## config.mk

```make
export PLATFORM = sky130hd
export DESIGN_NAME = serial_maj_adder
export DESIGN_NICKNAME = d
export VERILOG_FILES = /design/src/rtl/maj_adder_pkg.sv /design/src/rtl/maj_fa_slice.sv /design/src/rtl/serial_maj_adder.sv
export SDC_FILE = /design/constraint.sdc
export NUM_CORES = 1
export LEC_CHECK = 0
export ABC_AREA = 1
export BUFFER_PORTS_ARGS = -buffer_cell sky130_fd_sc_hd__clkbuf_2
export CAP_MARGIN = 25
export CELL_PAD_IN_SITES_DETAIL_PLACEMENT = 1
export CELL_PAD_IN_SITES_GLOBAL_PLACEMENT = 1
export CORE_MARGIN = 3
export CORE_UTILIZATION = 33
export CTS_CLUSTER_SIZE = 30
export DETAILED_ROUTE_END_ITERATION = 7
export HOLD_SLACK_MARGIN = 0.06
export PLACE_DENSITY = 0.75
export SLEW_MARGIN = 20
export SYNTH_ARGS = -nofsm -noshare
export SYNTH_HDL_FRONTEND = slang
export SYNTH_SLANG_ARGS = --single-unit
```

## constraint.sdc

```tcl
create_clock -name clk -period 1.25 [get_ports clk]
set_clock_uncertainty 0.1 [all_clocks]
set_input_delay 0.125 -clock clk [delete_from_list [all_inputs] [get_ports clk]]
set_output_delay 0.125 -clock clk [all_outputs]
set_load 0.01 [all_outputs]
```

## src/rtl/maj_adder_pkg.sv

```systemverilog
// Shared types and helpers for the bit-serial majority-carry adder.
// Holds the FSM state type, the majority function and the chunk-counter sizing.
package maj_adder_pkg;

  typedef enum logic [1:0] {
    StIdle,
    StRun,
    StDone
  } state_e;

  function automatic logic maj3(input logic x, input logic y, input logic z);
    return (x & y) | (x & z) | (y & z);
  endfunction

  // Counter width for n chunks; never narrower than one bit.
  function automatic int unsigned cnt_width(input int unsigned n);
    if (n <= 2) return 1;
    return $clog2(n);
  endfunction

endpackage

```

## src/rtl/maj_fa_slice.sv

```systemverilog
// Single-bit full adder whose carry is formed by the majority function.
module maj_fa_slice
  import maj_adder_pkg::*;
(
  input  logic a,
  input  logic b,
  input  logic c,
  output logic s,
  output logic co
);

  assign s  = a ^ b ^ c;
  assign co = maj3(a, b, c);

endmodule

```

## src/rtl/serial_maj_adder.sv

```systemverilog
// Multi-cycle add/subtract unit: processes BPC bits per clock, LSB chunk first,
// between a valid/ready producer and a valid/ready consumer.
module serial_maj_adder
  import maj_adder_pkg::*;
#(
  parameter int unsigned WIDTH = 8,
  parameter int unsigned BPC   = 1
) (
  input  logic             clk,
  input  logic             rst,
  input  logic             in_valid,
  output logic             in_ready,
  input  logic [WIDTH-1:0] a,
  input  logic [WIDTH-1:0] b,
  input  logic             cin,
  input  logic             sub,
  output logic             out_valid,
  input  logic             out_ready,
  output logic [WIDTH-1:0] sum,
  output logic             cout,
  output logic             overflow
);

  localparam int unsigned N    = (BPC == 0) ? 1 : WIDTH / BPC;
  localparam int unsigned CntW = cnt_width(N);
  localparam logic [CntW-1:0] LastCnt = CntW'(N - 1);

  if (WIDTH < 2 || BPC == 0 || (WIDTH % BPC) != 0) begin : g_param_check
    $error("serial_maj_adder: WIDTH must be >= 2 and an exact multiple of BPC");
  end

  state_e            state_q, state_d;
  logic [WIDTH-1:0]  a_q, a_d;
  logic [WIDTH-1:0]  b_q, b_d;
  logic [WIDTH-1:0]  sum_q, sum_d;
  logic              carry_q, carry_d;
  logic [CntW-1:0]   cnt_q, cnt_d;
  logic              cout_q, cout_d;
  logic              ovf_q, ovf_d;

  logic [BPC:0]      carry_chain;
  logic [BPC-1:0]    chunk_s;

  // Operands shift right each RUN edge, so the current chunk is always the low BPC bits.
  assign carry_chain[0] = carry_q;

  for (genvar i = 0; i < BPC; i++) begin : g_slice
    maj_fa_slice u_slice (
      .a  (a_q[i]),
      .b  (b_q[i]),
      .c  (carry_chain[i]),
      .s  (chunk_s[i]),
      .co (carry_chain[i+1])
    );
  end

  always_comb begin
    state_d = state_q;
    a_d     = a_q;
    b_d     = b_q;
    sum_d   = sum_q;
    carry_d = carry_q;
    cnt_d   = cnt_q;
    cout_d  = cout_q;
    ovf_d   = ovf_q;
    unique case (state_q)
      StIdle: begin
        if (in_valid) begin
          a_d     = a;
          b_d     = b ^ {WIDTH{sub}};
          carry_d = cin ^ sub;
          cnt_d   = '0;
          state_d = StRun;
        end
      end
      StRun: begin
        a_d     = a_q >> BPC;
        b_d     = b_q >> BPC;
        // New chunk enters at the top; after N edges the LSB chunk has reached bit 0.
        sum_d   = (sum_q >> BPC) | (WIDTH'(chunk_s) << (WIDTH - BPC));
        carry_d = carry_chain[BPC];
        cnt_d   = cnt_q + 1'b1;
        if (cnt_q == LastCnt) begin
          cout_d  = carry_chain[BPC];
          ovf_d   = carry_chain[BPC-1] ^ carry_chain[BPC];
          state_d = StDone;
        end
      end
      StDone: begin
        if (out_ready) begin
          state_d = StIdle;
        end
      end
      default: state_d = StIdle;
    endcase
  end

  always_ff @(posedge clk) begin
    if (rst) begin
      state_q <= StIdle;
      a_q     <= '0;
      b_q     <= '0;
      sum_q   <= '0;
      carry_q <= 1'b0;
      cnt_q   <= '0;
      cout_q  <= 1'b0;
      ovf_q   <= 1'b0;
    end else begin
      state_q <= state_d;
      a_q     <= a_d;
      b_q     <= b_d;
      sum_q   <= sum_d;
      carry_q <= carry_d;
      cnt_q   <= cnt_d;
      cout_q  <= cout_d;
      ovf_q   <= ovf_d;
    end
  end

  assign in_ready  = (state_q == StIdle);
  assign out_valid = (state_q == StDone);
  assign sum       = sum_q;
  assign cout      = cout_q;
  assign overflow  = ovf_q;

endmodule

```

==> out/summary.txt <==
Cell Pwr Density: 1150 nW/um^2
routed len/inst: 12.2 um
Initial Util: 34.9%
post-synthesis cell count: 239
fillers: 594
largest net degree at the start of global routing: 17
Netlist cell types: 18
Hold Fails Final Rpt: 0
Syn Nets: 264
Final HPWL DP: 3.12 mm
fin crit period: 1300 ps
final setup margin: -46.0 ps
Worst Hold Class: input port to flip-flop
CTS Root Cell: clkbuf_8
Final setup viols: 2
design area: 2090 um^2
total track usage: 17.2%
cell row count: 24
Diodes inserted: 0
Layout Utilization: 46.8%
Required @ worst endpoint: 1330 ps
Peak VDD IR: 0.464 mV
Post-Synthesis Cell Area: 1560 um^2
post-route ant nets: 0
DRT iter0 DRCs: 35
max-cap viol count: 0
Clk Latency, worst-skew pair: 280 ps
failing checks: negative setup slack
Hold WS: 71.2 ps
leading cell type in the layout, fill and taps excluded: nand2_1
achievable clock frequency: 772 MHz
first-pass GRT wire length: 7.22 mm
CP arrival: 1370 ps
period utilization: 104%
grt ovf: 0
I/O pin count: 34
Slew headroom: 84.5%
Setup CP Type: flip-flop to flip-flop
Vias: 1606
total CTS buffers: 5
core box area: 4470 um^2
CTS tree: done
share of layout cells above drive strength 1: 26.1%
die width: 74.8 um
Worst setup EP type: flip-flop
number of global-route vias before repair: 1583
unrepaired setup endpoints after global routing: true
sequential area share after synthesis: 41.0%
setup TNS: -78.2 ps
1st-pass router iterations: 4
CTS Sinks: 32
non-filler cells, final: 347
Area Overhead vs Synth: 33.9%
Post-route DRC: 0
CTS H-tree lvls: 2
initial antenna violation count: 0
Worst-Margin Slew: 232 ps
Post-Place Cell Area: 1890 um^2
nets@finish: 319
result of the run: complete, but fails checks
Lkg Pwr: 1.10 nW
Die H: 74.8 um
Yosys reg bits: 32
CP max FO: 3
Ys Warns: 0
PortBufs: 33
CP startpoint kind: flip-flop
RePlAce Congestion: 0.765
max-slew violations: 0
final WL: 4.22 mm
Die Area: 5600 um^2
Max Root-Sink Buffers: 2
dpl cells: 334
drt via density: 4.63
commonest cells after routing, fill and taps aside: nand2_1 (67), nor2_1 (41), clkbuf_2 (32), nand3_1 (29), dfxtp_1 (29)
synthesized area per cell: 6.54 um^2
CTS clk-pin slew, worst paths: 70 ps
==> cells by family (layout without fill, tap and decap cells) <==
logic type | count (synthesis) | count (layout) | synth area share, %
simple gates | 146 | 146 | 37.9
compound gates | 18 | 18 | 5.92
buf+inv | 38 | 94 | 11.2
fa+ha+maj | 3 | 3 | 2.88
flops | 32 | 32 | 41.0
xor+xnor | 2 | 2 | 1.12
==> flip-flops by register name, indices dropped and copies added, names as in the netlist <==
| signal | flops |
|---|---|
| b_q | 8 |
| state_q | 2 |
| a_q | 8 |
| cout | 1 |
| cnt_q | 3 |
| overflow | 1 |
| carry_q | 1 |
| sum | 8 |
==> worst max-delay path, cell delays in order (launching register included) <==
cell and delay (ps):
dfxtp_2 330, fa_2 410, xor2_1 160, o21ai_1 140
nor2_1 50
==> metal layers <==
metal | up-vias | track usage [%] | share of wire (%)
met5 | - | 0 | 0
met4 | 0 | 6.52 | 1.7
met3 | 5 | 4.81 | 3.4
met2 | 24 | 28.8 | 49
met1 | 737 | 21.1 | 46
li1 | 840 | - | -
==> what timing repair did <==
action,4_1_cts,5_1_grt
setup buffers,0,2
hold buffers,4,0
pin swaps,2,2
hold endpoints to repair,4,0
setup endpoints to repair,6,34
gates resized for setup,7,17
==> final timing paths <==
| check | startpoint | slack (ps) | cells past startpoint | endpoint |
|---|---|---|---|---|
| min | a[2] | 70 | 5 | a_q[2]$_SDFFE_PP0P_ |
| max | carry_q$_SDFFE_PP0P_ | -50 | 4 | overflow$_SDFFE_PP0P_ |
| min reg2reg | sum[0]$_SDFFE_PP0P_ | 380 | 2 | sum[0]$_SDFFE_PP0P_ |
| max reg2reg | carry_q$_SDFFE_PP0P_ | -50 | 4 | overflow$_SDFFE_PP0P_ |
==> Yosys cell counts <==
cell type / number / area, um^2
buf_4: 3 / 22.5
inv_1: 28 / 105
nand2_2: 1 / 6.26
fa_1: 1 / 20.0
buf_6: 2 / 22.5
clkbuf_1: 1 / 3.75
xor2_1: 2 / 17.5
a21oi_1: 7 / 35.0
buf_2: 3 / 15.0
o21ai_0: 10 / 50.1
o21a_1: 1 / 7.51
dfxtp_1: 32 / 641
nor2_1: 43 / 161
nand3_1: 29 / 145
inv_4: 1 / 6.26
ha_1: 2 / 25.0
nand2_1: 71 / 267
nor2_2: 2 / 12.5
==> power breakdown <==
group	switching (mW)	internal (mW)	leakage, nW	total (mW)
logic	0.251	0.208	0.791	0.459
clock network	0.368	0.449	0.0455	0.816
registers	0.0450	1.09	0.264	1.13
==> per-stage QoR <==
stage	total power [mW]	setup WS (ps)
global route	2.56	-99.5
CTS	2.43	-51.2
detailed placement	1.59	-23.2
global placement	1.57	-20.4
floorplan	1.41	12.0
finish	2.41	-46.0
==> cell type report <==
type | count | area [um^2] | share of cell area (%)
Clock buffer | 8 | 90.1 | 4.31
Inverter | 29 | 114 | 5.44
Multi-Input combinational cell | 169 | 795 | 38.0
Sequential cell | 32 | 647 | 30.9
Tap cell | 52 | 65.1 | 3.11
Timing Repair Buffer | 57 | 382 | 18.2
Note: power is estimated with default switching activity, not from simulation.
